--- config.mk ---
export PLATFORM = sky130hd
export DESIGN_NAME = regfile_wb_arbiter_flat
export DESIGN_NICKNAME = d
export VERILOG_FILES = /design/src/rtl/regfile_wb_arbiter_pkg.sv /design/src/rtl/regfile_wb_arbiter_if.sv /design/src/rtl/regfile_wb_arbiter_wb_slot.sv /design/src/rtl/regfile_wb_arbiter.sv /design/src/flat_wrapper.sv
export SDC_FILE = /design/constraint.sdc
export NUM_CORES = 1
export LEC_CHECK = 0
export CORE_AREA = 10 10 115 117
export CTS_BUF_LIST = sky130_fd_sc_hd__clkbuf_4
export DETAILED_ROUTE_END_ITERATION = 12
export DIE_AREA = 0 0 125 127
export GPL_ROUTABILITY_DRIVEN = 0
export PLACE_DENSITY = 0.81
export SLEW_MARGIN = 10
export SYNTH_ARGS = -nofsm -noshare
export SYNTH_HDL_FRONTEND = slang
export SYNTH_SLANG_ARGS = --single-unit
--- constraint.sdc ---
create_clock -name CLK -period 5.7 [get_ports CLK]
set_input_delay 0.855 -clock CLK [delete_from_list [all_inputs] [get_ports CLK]]
set_output_delay 0.855 -clock CLK [all_outputs]
set_load 0.02 [all_outputs]
--- src/rtl/regfile_wb_arbiter_pkg.sv ---
// Shared definitions for the register-file writeback arbiter: default widths,
// register count and the buffered write-request record.
package regfile_wb_arbiter_pkg;

  localparam int AW_DEF    = 4;
  localparam int DW_DEF    = 32;
  localparam int REG_COUNT = 16;

  typedef struct packed {
    logic [AW_DEF-1:0] addr;
    logic [DW_DEF-1:0] data;
  } wr_req_t;

endpackage

--- src/rtl/regfile_wb_arbiter_if.sv ---
// Bus bundle between the writeback requesters / decode stage (master) and the
// arbiter (slave): two request channels, the register-file write port and hazard lookups.
interface regfile_wb_arbiter_if #(
  parameter int AW = regfile_wb_arbiter_pkg::AW_DEF,
  parameter int DW = regfile_wb_arbiter_pkg::DW_DEF
) ();
  import regfile_wb_arbiter_pkg::*;

  logic                 a_valid;
  logic [AW-1:0]        a_addr;
  logic [DW-1:0]        a_data;
  logic                 a_ready;
  logic                 b_valid;
  logic [AW-1:0]        b_addr;
  logic [DW-1:0]        b_data;
  logic                 b_ready;
  logic                 RegWr;
  logic [AW-1:0]        Waddr;
  logic [DW-1:0]        Writedata;
  logic [AW-1:0]        Raddr1;
  logic [AW-1:0]        Raddr2;
  logic                 hazard1;
  logic                 hazard2;
  logic [REG_COUNT-1:0] busy;

  modport master (
    output a_valid, a_addr, a_data, input a_ready,
    output b_valid, b_addr, b_data, input b_ready,
    input  RegWr, Waddr, Writedata,
    output Raddr1, Raddr2,
    input  hazard1, hazard2, busy
  );

  modport slave (
    input  a_valid, a_addr, a_data, output a_ready,
    input  b_valid, b_addr, b_data, output b_ready,
    output RegWr, Waddr, Writedata,
    input  Raddr1, Raddr2,
    output hazard1, hazard2, busy
  );
endinterface

--- src/rtl/regfile_wb_arbiter_wb_slot.sv ---
// One-entry writeback holding buffer. It can accept a new write in the same
// cycle its current content is granted, so a lone requester streams at full rate.
module wb_slot #(
  parameter int AW = 4,
  parameter int DW = 32
) (
  input  logic          clk,
  input  logic          rst,
  input  logic          valid,
  input  logic [AW-1:0] addr,
  input  logic [DW-1:0] data,
  input  logic          grant,
  output logic          full,
  output logic          ready,
  output logic [AW-1:0] q_addr,
  output logic [DW-1:0] q_data
);

  logic          full_q, full_d;
  logic [AW-1:0] addr_q, addr_d;
  logic [DW-1:0] data_q, data_d;
  logic          ready_s;
  logic          take_s;

  always_comb begin
    ready_s = ~full_q | grant;
    take_s  = valid & ready_s;
    full_d  = full_q;
    addr_d  = addr_q;
    data_d  = data_q;
    if (take_s) begin
      full_d = 1'b1;
      addr_d = addr;
      data_d = data;
    end else if (grant) begin
      full_d = 1'b0;
    end else begin
      full_d = full_q;
    end
  end

  always_ff @(posedge clk or posedge rst) begin
    if (rst) begin
      full_q <= 1'b0;
      addr_q <= '0;
      data_q <= '0;
    end else begin
      full_q <= full_d;
      addr_q <= addr_d;
      data_q <= data_d;
    end
  end

  assign full   = full_q;
  assign ready  = ready_s;
  assign q_addr = addr_q;
  assign q_data = data_q;

endmodule

--- src/rtl/regfile_wb_arbiter.sv ---
// Oldest-first arbiter sharing the register-file write port between the ALU (A)
// and load (B) writeback buffers, with a pending-write scoreboard. Define
// RFARB_PERF_EN to add the perf_writes / perf_conflicts counters.
module regfile_wb_arbiter
  import regfile_wb_arbiter_pkg::*;
#(
  parameter int AW = AW_DEF,
  parameter int DW = DW_DEF
) (
  input  logic                 CLK,
  input  logic                 RESET,
  regfile_wb_arbiter_if.slave  bus
`ifdef RFARB_PERF_EN
  ,
  output logic [31:0]          perf_writes,
  output logic [31:0]          perf_conflicts
`endif
);

  logic          a_full, b_full;
  logic [AW-1:0] a_buf_addr, b_buf_addr;
  logic [DW-1:0] a_buf_data, b_buf_data;
  logic          grant_a, grant_b, grant_any;
  logic          a_stays, b_stays, a_next, b_next;
  logic          age_q, age_d;
  logic          regwr_q, regwr_d;
  logic [AW-1:0] waddr_q, waddr_d;
  logic [DW-1:0] wdata_q, wdata_d;
  logic [REG_COUNT-1:0] busy_s;

  wb_slot #(.AW(AW), .DW(DW)) u_slot_a (
    .clk(CLK), .rst(RESET), .valid(bus.a_valid), .addr(bus.a_addr), .data(bus.a_data),
    .grant(grant_a), .full(a_full), .ready(bus.a_ready), .q_addr(a_buf_addr), .q_data(a_buf_data)
  );

  wb_slot #(.AW(AW), .DW(DW)) u_slot_b (
    .clk(CLK), .rst(RESET), .valid(bus.b_valid), .addr(bus.b_addr), .data(bus.b_data),
    .grant(grant_b), .full(b_full), .ready(bus.b_ready), .q_addr(b_buf_addr), .q_data(b_buf_data)
  );

  // age_q = 1 means B holds the older write; a buffer that stays full is older than a fresh fill
  always_comb begin
    grant_a   = a_full & (~b_full | ~age_q);
    grant_b   = b_full & (~a_full | age_q);
    grant_any = grant_a | grant_b;
    a_stays   = a_full & ~grant_a;
    b_stays   = b_full & ~grant_b;
    a_next    = a_stays | (bus.a_valid & bus.a_ready);
    b_next    = b_stays | (bus.b_valid & bus.b_ready);
    age_d     = age_q;
    if (a_next && b_next) begin
      if (a_stays && !b_stays) begin
        age_d = 1'b0;
      end else if (b_stays && !a_stays) begin
        age_d = 1'b1;
      end else if (!a_stays && !b_stays) begin
        age_d = 1'b0;
      end else begin
        age_d = age_q;
      end
    end else begin
      age_d = age_q;
    end
  end

  always_comb begin
    regwr_d = grant_any;
    waddr_d = waddr_q;
    wdata_d = wdata_q;
    case ({grant_a, grant_b})
      2'b10: begin
        waddr_d = a_buf_addr;
        wdata_d = a_buf_data;
      end
      2'b01: begin
        waddr_d = b_buf_addr;
        wdata_d = b_buf_data;
      end
      default: begin
        waddr_d = waddr_q;
        wdata_d = wdata_q;
      end
    endcase
  end

  always_ff @(posedge CLK or posedge RESET) begin
    if (RESET) begin
      age_q   <= 1'b0;
      regwr_q <= 1'b0;
      waddr_q <= '0;
      wdata_q <= '0;
    end else begin
      age_q   <= age_d;
      regwr_q <= regwr_d;
      waddr_q <= waddr_d;
      wdata_q <= wdata_d;
    end
  end

  // A register stays busy from buffer capture through the end of its RegWr cycle
  always_comb begin
    busy_s = '0;
    for (int i = 0; i < REG_COUNT; i++) begin
      busy_s[i] = (a_full  && (a_buf_addr == AW'(i))) ||
                  (b_full  && (b_buf_addr == AW'(i))) ||
                  (regwr_q && (waddr_q    == AW'(i)));
    end
  end

  assign bus.busy      = busy_s;
  assign bus.hazard1   = busy_s[bus.Raddr1];
  assign bus.hazard2   = busy_s[bus.Raddr2];
  assign bus.RegWr     = regwr_q;
  assign bus.Waddr     = waddr_q;
  assign bus.Writedata = wdata_q;

`ifdef RFARB_PERF_EN
  logic [31:0] perf_writes_q, perf_writes_d;
  logic [31:0] perf_conflicts_q, perf_conflicts_d;

  always_comb begin
    perf_writes_d    = regwr_q ? (perf_writes_q + 32'd1) : perf_writes_q;
    perf_conflicts_d = (a_full && b_full) ? (perf_conflicts_q + 32'd1) : perf_conflicts_q;
  end

  always_ff @(posedge CLK or posedge RESET) begin
    if (RESET) begin
      perf_writes_q    <= 32'd0;
      perf_conflicts_q <= 32'd0;
    end else begin
      perf_writes_q    <= perf_writes_d;
      perf_conflicts_q <= perf_conflicts_d;
    end
  end

  assign perf_writes    = perf_writes_q;
  assign perf_conflicts = perf_conflicts_q;
`endif

endmodule

--- src/flat_wrapper.sv ---
// flat-port wrapper written by rule: the top's interface ports become plain ports
module regfile_wb_arbiter_flat import regfile_wb_arbiter_pkg::*;
#(
  parameter int AW = AW_DEF,
  parameter int DW = DW_DEF
)
  (CLK, RESET, bus_a_valid, bus_a_addr, bus_a_data, bus_a_ready, bus_b_valid, bus_b_addr, bus_b_data, bus_b_ready, bus_RegWr, bus_Waddr, bus_Writedata, bus_Raddr1, bus_Raddr2, bus_hazard1, bus_hazard2, bus_busy);
  regfile_wb_arbiter_if #(.AW(AW), .DW(DW)) bus_i ();
  input  logic CLK;
  input  logic RESET;
  input wire logic [$bits(bus_i.a_valid)-1:0] bus_a_valid;
  input wire logic [$bits(bus_i.a_addr)-1:0] bus_a_addr;
  input wire logic [$bits(bus_i.a_data)-1:0] bus_a_data;
  output wire logic [$bits(bus_i.a_ready)-1:0] bus_a_ready;
  input wire logic [$bits(bus_i.b_valid)-1:0] bus_b_valid;
  input wire logic [$bits(bus_i.b_addr)-1:0] bus_b_addr;
  input wire logic [$bits(bus_i.b_data)-1:0] bus_b_data;
  output wire logic [$bits(bus_i.b_ready)-1:0] bus_b_ready;
  output wire logic [$bits(bus_i.RegWr)-1:0] bus_RegWr;
  output wire logic [$bits(bus_i.Waddr)-1:0] bus_Waddr;
  output wire logic [$bits(bus_i.Writedata)-1:0] bus_Writedata;
  input wire logic [$bits(bus_i.Raddr1)-1:0] bus_Raddr1;
  input wire logic [$bits(bus_i.Raddr2)-1:0] bus_Raddr2;
  output wire logic [$bits(bus_i.hazard1)-1:0] bus_hazard1;
  output wire logic [$bits(bus_i.hazard2)-1:0] bus_hazard2;
  output wire logic [$bits(bus_i.busy)-1:0] bus_busy;
  assign bus_i.a_valid = bus_a_valid;
  assign bus_i.a_addr = bus_a_addr;
  assign bus_i.a_data = bus_a_data;
  assign bus_a_ready = bus_i.a_ready;
  assign bus_i.b_valid = bus_b_valid;
  assign bus_i.b_addr = bus_b_addr;
  assign bus_i.b_data = bus_b_data;
  assign bus_b_ready = bus_i.b_ready;
  assign bus_RegWr = bus_i.RegWr;
  assign bus_Waddr = bus_i.Waddr;
  assign bus_Writedata = bus_i.Writedata;
  assign bus_i.Raddr1 = bus_Raddr1;
  assign bus_i.Raddr2 = bus_Raddr2;
  assign bus_hazard1 = bus_i.hazard1;
  assign bus_hazard2 = bus_i.hazard2;
  assign bus_busy = bus_i.busy;
  regfile_wb_arbiter #(.AW(AW), .DW(DW)) u_core (.CLK(CLK), .RESET(RESET), .bus(bus_i));
endmodule
[Word-level counts from Yosys, hierarchy flattened]
Index checks and enable logic that the tools add are counted.
Operators by class
  order comparisons: 2
  equal/unequal tests: 47
  muxes and demuxes: 13
  bitwise operators: 18
  reductions and logical operators: 94
Operators with widths (number)
  == test 4 bit (second input constant): 24
  one-hot mux 32 bit (2 select lines): 1
  logical AND 1 bit: 52
  == test 4 x 3 -> 1 bit (second input constant): 12
  logical OR 1 bit: 32
  == test 4 x 2 -> 1 bit (second input constant): 6
  == test 4 x 1 -> 1 bit (second input constant): 3
  zero test 4 bit: 3
  less-than comparator 4 x 5 -> 1 bit (second input constant): 2
  two-way mux 1 bit: 9
  binary-select mux 1 bit (select 4 bit): 2
  one-hot mux 4 bit (2 select lines): 1
  OR 1 bit: 7
  AND 1 bit: 6
  nonzero test 2 bit: 3
  inverter 1 bit: 5
  nonzero test 3 bit: 1
  == test 2 x 1 -> 1 bit (second input constant): 1
  == test 2 bit (second input constant): 1
  zero test 1 bit: 2
  AND reduction 2 bit: 1
Word-level totals
  flip-flop bits (word level): 112
  input port bits: 84
  logic and storage cells: 184

[Logic depth before layout (Yosys ltp)]
  word-level depth: 10
  gate-level depth with buffers: 7
  mapped depth without buffers: 5

[Cells and area by module]
From an unflattened synthesis, not the netlist that was laid out.
Second synthesis, totals
  cell total of the unflattened synthesis: 476
  area total of the unflattened synthesis: 5756.8 µm²
By module, submodules not included
  wb_slot: instances 2, cells each 80, area an instance 1512.7 µm², sequential area each 925.9 µm²
  regfile_wb_arbiter: instances 1, cells each 316, area an instance 2731.4 µm², sequential area each 950.9 µm²

[Worst setup path before layout]
No wires, ideal clock.
  kind: in2out
  from: in bus_Raddr1[1]
  to: out bus_hazard1
  data arrival time: 2074 ps
  setup slack: 2771 ps
  cell stages on the path: 5
  path buffers: 1
  cells stage by stage: clkbuf_4 a21oi_1 a221oi_1 a311oi_1 nor4_1
On the way
  longest elaborated chain between the ends: 2
RTL lines
  start: declaration: RTL line flat_wrapper.sv:22  | input wire logic [$bits(bus_i.Raddr1)-1:0] bus_Raddr1;
  binary-select mux 1 bit (select 4 bit): RTL line regfile_wb_arbiter.sv:111  | assign bus.hazard1 = busy_s[bus.Raddr1];
  two-way mux 1 bit (implied by the code): RTL line regfile_wb_arbiter.sv:111
  end: declaration: RTL line flat_wrapper.sv:24  | output wire logic [$bits(bus_i.hazard1)-1:0] bus_hazard1;
No other way between the ends. The select of a mux whose other input is x is not followed.

[Final worst setup path]
  from: in bus_Raddr2[1]
  to: out bus_hazard2
On the way
  longest elaborated chain between the ends: 2
RTL lines
  start: declaration: RTL line flat_wrapper.sv:23  | input wire logic [$bits(bus_i.Raddr2)-1:0] bus_Raddr2;
  binary-select mux 1 bit (select 4 bit): RTL line regfile_wb_arbiter.sv:112  | assign bus.hazard2 = busy_s[bus.Raddr2];
  two-way mux 1 bit (implied by the code): RTL line regfile_wb_arbiter.sv:112
  end: declaration: RTL line flat_wrapper.sv:25  | output wire logic [$bits(bus_i.hazard2)-1:0] bus_hazard2;
No other way between the ends. The select of a mux whose other input is x is not followed.

==> impl_metrics.sql <==
INSERT INTO impl_metrics (metric_group, metric, value, unit) VALUES
('sta', 'min_period_over_period', '70.67', '%'),
('finish', 'syn2layout_area_growth', '28.32', '%'),
('finish', 'non_filler_instance_count_after_layout', '743', ''),
('run_status', 'run_status', 'finished, final reports clean', ''),
('logic_synthesis', 'post_synth_instance_area', '5395', 'µm²'),
('floorplanning', 'core_area', '11130', 'µm²'),
('route', 'totalWireLength', '15000', 'µm'),
('floorplanning', 'initial_core_util', '48.49', '%'),
('placement', 'post-place-cells', '728', ''),
('sta', 'setup_total_negative_slack', '0', 'ns'),
('power', 'ir_drop', '0.2258', 'mV'),
('floorplanning', 'die_w', '125', 'µm'),
('logic_synthesis', 'yosysSeqAreaShare', '51.95', '%'),
('logic_synthesis', 'post_synth.cell_area_avg', '11.43', 'µm²'),
('sta', 'final_max_slew_viol_count', '0', ''),
('route', 'antenna_left', '0', ''),
('clocking', 'cts-root-to-sink-buffers', '2', ''),
('run', 'cap_violations', '0', ''),
('worst_setup_path', 'cpLargestDelayFamily', 'buffers and inverters', ''),
('worst_setup_path', 'crit_path_end_kind', 'output pin', ''),
('clocking', 'worst_setup_hold_path_clk_slew', '0.16', 'ns'),
('route', 'dr.first_iter.drc_count', '364', ''),
('finish', 'layout.cells.most_common', 'clkdlybuf4s50_1', ''),
('clocking', 'clock_sinks', '112', ''),
('global_route', 'grt_pass1_wl', '24070', 'µm'),
('finish', 'layout-drive-gt1-share', '19.83', '%'),
('global_route', 'groute.usage.overall', '18.43', '%'),
('placement', 'placement.io_buffers', '140', ''),
('route', 'total_via_count_in_the_routed_design', '4292', ''),
('floorplanning', 'die_y', '127', 'µm'),
('finish', 'fin_nets', '680', ''),
('global_route', 'number_of_global_route_vias_before_repair', '4717', ''),
('floorplanning', 'number_of_placed_i_o_pins', '141', ''),
('logic_synthesis', 'dominantRegCellSynth', 'dfrtp_1', ''),
('route', 'drt-wirelength-per-cell', '20.19', 'µm'),
('route', 'drtPass1Iterations', '6', ''),
('route', 'drc', '0', ''),
('worst_setup_path', 'critical_path_required', '4.85', 'ns'),
('worst_setup_path', 'worst-setup-path-type', 'primary input to output pin', ''),
('clocking', 'post_cts.resized_instances', '0', ''),
('clocking', 'ctsHtreeMaxLevel', '3', ''),
('clocking', 'postCtsSetupBuffers', '0', ''),
('logic_synthesis', 'asyncSetResetFlopFracSynth', '100.0', '%'),
('global_route', 'grt_max_degree', '64', ''),
('sta', 'worst_rel_slew_slack', '19.81', '%'),
('worst_hold_path', 'hold_path_class', 'flip-flop to flip-flop', ''),
('worst_setup_path', 'worst_path_max_stage_delay', '0.67', 'ns'),
('worst_setup_path', 'worst_ep_arrival_time', '3.17', 'ns'),
('logic_synthesis', 'postSynthCellCount', '472', ''),
('clocking', 'clock_insertion_delay_worst_skew', '0.46', 'ns'),
('logic_synthesis', 'synth_enable_flop_cells', '0', ''),
('power', 'cellLeakagePower', '2.986', 'nW'),
('worst_setup_path', 'worstPathCellList', 'clkdlybuf4s50_1, a21boi_0, a221oi_1, a311oi_1, nor4_1, clkdlybuf4s50_1', ''),
('sta', 'setup_viol_count_final', '0', ''),
('worst_setup_path', 'cell_with_the_largest_stage_delay_on_the_worst_path', 'clkdlybuf4s50_1', ''),
('power', 'pwr_density_cell', '354.3', 'nW/µm²'),
('floorplanning', 'num_rows', '39', ''),
('logic_synthesis', 'postSynthRegisterBits', '112', ''),
('sta', 'fmax', '248.2', 'MHz'),
('worst_setup_path', 'critical-path-top-cell-by-count', 'clkdlybuf4s50_1', ''),
('route', 'routed_via_density', '5.777', ''),
('sta', 'unrepaired_setup_endpoints_after_global_routing', 'false', ''),
('logic_synthesis', 'synthesis.nets', '556', ''),
('placement', 'detailed_place_hpwl', '10910', 'µm'),
('clocking', 'cts-hold-fix-buffers', '0', ''),
('sta', 'time_the_final_worst_path_needs_with_i_o_delays_and_setup', '4.028', 'ns'),
('logic_synthesis', 'yosysWarningCount', '0', ''),
('worst_setup_path', 'worst_setup_path_start_kind', 'primary input', ''),
('finish', 'num_antenna_cells', '0', ''),
('sta', 'clock-skew-final', '0.009135', 'ns'),
('floorplanning', 'dieArea', '15880', 'µm²'),
('global_route', 'grt_antenna_before_repair', '0', ''),
('worst_setup_path', 'cp.buffers_inverters', '2', ''),
('clocking', 'clk_root_buffer_cell', 'clkbuf_4', ''),
('sta', 'max_slew.worst_pin.slew', '1.200', 'ns'),
('sta', 'timing_hold_violations_final', '0', ''),
('global_route', 'grt-ovfl-total', '0', ''),
('finish', 'most_used_cells_in_the_layout_excluding_fill_and_tap_cells', 'clkdlybuf4s50_1 (140), dfrtp_1 (112), nand2_1 (110)', ''),
('logic_synthesis', 'number_of_distinct_library_cells_after_synthesis', '45', ''),
('clocking', 'number_of_clock_buffers_inserted_by_tritoncts', '9', ''),
('worst_setup_path', 'critPathMaxFanout', '16', ''),
('clocking', 'tritoncts', 'built', '');
## worst register-to-register path: stages, from the launching register on
cell and delay [ns]:
dfrtp_1 0.55, a21boi_4 1.00, nor2_2 0.38, buf_4 0.35, nand2_1 0.10, nand2_1 0.06
## area by class of cell
class | instances | area, µm²
multi-input combinational | 321 | 2376
tap | 143 | 178.9
fill | 910 | 4203
clock inverter | 5 | 33.78
clock buffer | 10 | 75.07
sequential | 112 | 2803
timing repair buffer | 142 | 1416
inverter | 10 | 40.04
## final timing paths
check / from / to / slack (ns) / depth (start not counted)
min: u_core.u_slot_a.q_data[25]$_DFFE_PP0P_ / u_core.bus.Writedata[25]$_DFFE_PP0P_ / 0.49 / 2
max: bus_Raddr2[1] / bus_hazard2 / 1.67 / 6
min reg2reg: u_core.u_slot_a.q_data[25]$_DFFE_PP0P_ / u_core.bus.Writedata[25]$_DFFE_PP0P_ / 0.49 / 2
min in group asynchronous: RESET / u_core.u_slot_a.q_data[18]$_DFFE_PP0P_ / 0.86 / 2
max reg2reg: u_core.u_slot_b.full$_DFFE_PP0P_ / u_core.bus.Writedata[21]$_DFFE_PP0P_ / 3.17 / 5
max in group asynchronous: RESET / u_core.bus.Writedata[0]$_DFFE_PP0P_ / 3.71 / 3
## metal layers
metal | vias up | part of all wire, % | global-route usage (%)
met5 | - | 0 | 0
met4 | 0 | 2.6 | 7.995
met3 | 48 | 7.8 | 4.963
met2 | 195 | 50 | 32.37
met1 | 2104 | 40 | 20.66
li1 | 1945 | - | -
## cells by family after synthesis
logic type,share of synthesized area [%]
buffers and inverters,4.430
multiplexers,15.03
AO/OA/AOI/OAI,15.07
flip-flops,51.95
AND/OR/NAND/NOR,13.52
## metrics by stage
stage | power (mW) | worst slack (ns) | util, % | cell area (µm²) | hold slack (ns)
2_1_floorplan | 1.687 | 1.886 | - | 5395 | 0.4404
4_1_cts | 2.464 | 1.733 | 62.22 | 6923 | 0.4866
3_3_place_gp | 2.089 | 1.789 | 61.25 | 6814 | 0.4493
5_1_grt | 2.589 | 1.510 | 62.22 | 6923 | 0.5032
6_report | 2.453 | 1.672 | 62.22 | 6923 | 0.4922
3_5_place_dp | 2.123 | 1.747 | 61.25 | 6814 | 0.4551
## Yosys cell counts, types with 3 or more instances
master / n / area share [%]
nand3_1: 5 / 0.46
and3b_1: 4 / 0.65
a22oi_2: 5 / 1.2
a221oi_1: 6 / 0.97
and2b_1: 3 / 0.42
inv_1: 10 / 0.70
nand2_1: 112 / 7.8
a2111oi_2: 4 / 1.1
a32oi_1: 4 / 0.65
nand3b_1: 4 / 0.56
a21boi_0: 6 / 0.83
nor2_2: 3 / 0.35
a21oi_1: 12 / 1.1
buf_4: 8 / 1.1
a311oi_1: 4 / 0.65
buf_6: 7 / 1.5
dfrtp_1: 112 / 52
clkbuf_1: 9 / 0.63
mux2_2: 72 / 15
a22oi_1: 43 / 6.0
## state kept, by name, indices dropped and copies added (netlist names)
name	count
u_core.u_slot_b.q_addr	4
u_core.u_slot_a.full	1
u_core.u_slot_a.q_addr	4
u_core.u_slot_b.q_data	32
u_core.u_slot_a.q_data	32
u_core.bus.Waddr	4
u_core.bus.Writedata	32
u_core.u_slot_b.full	1
u_core.bus.RegWr	1
u_core.age_q	1
## power by group
part	leakage, nW	internal, mW	switching (mW)	total [mW]
logic	1.61	0.462	0.523	0.985
clock network	0.0603	0.0931	0.253	0.346
registers	1.31	0.976	0.146	1.12
Note: power is estimated with default switching activity, not from simulation.
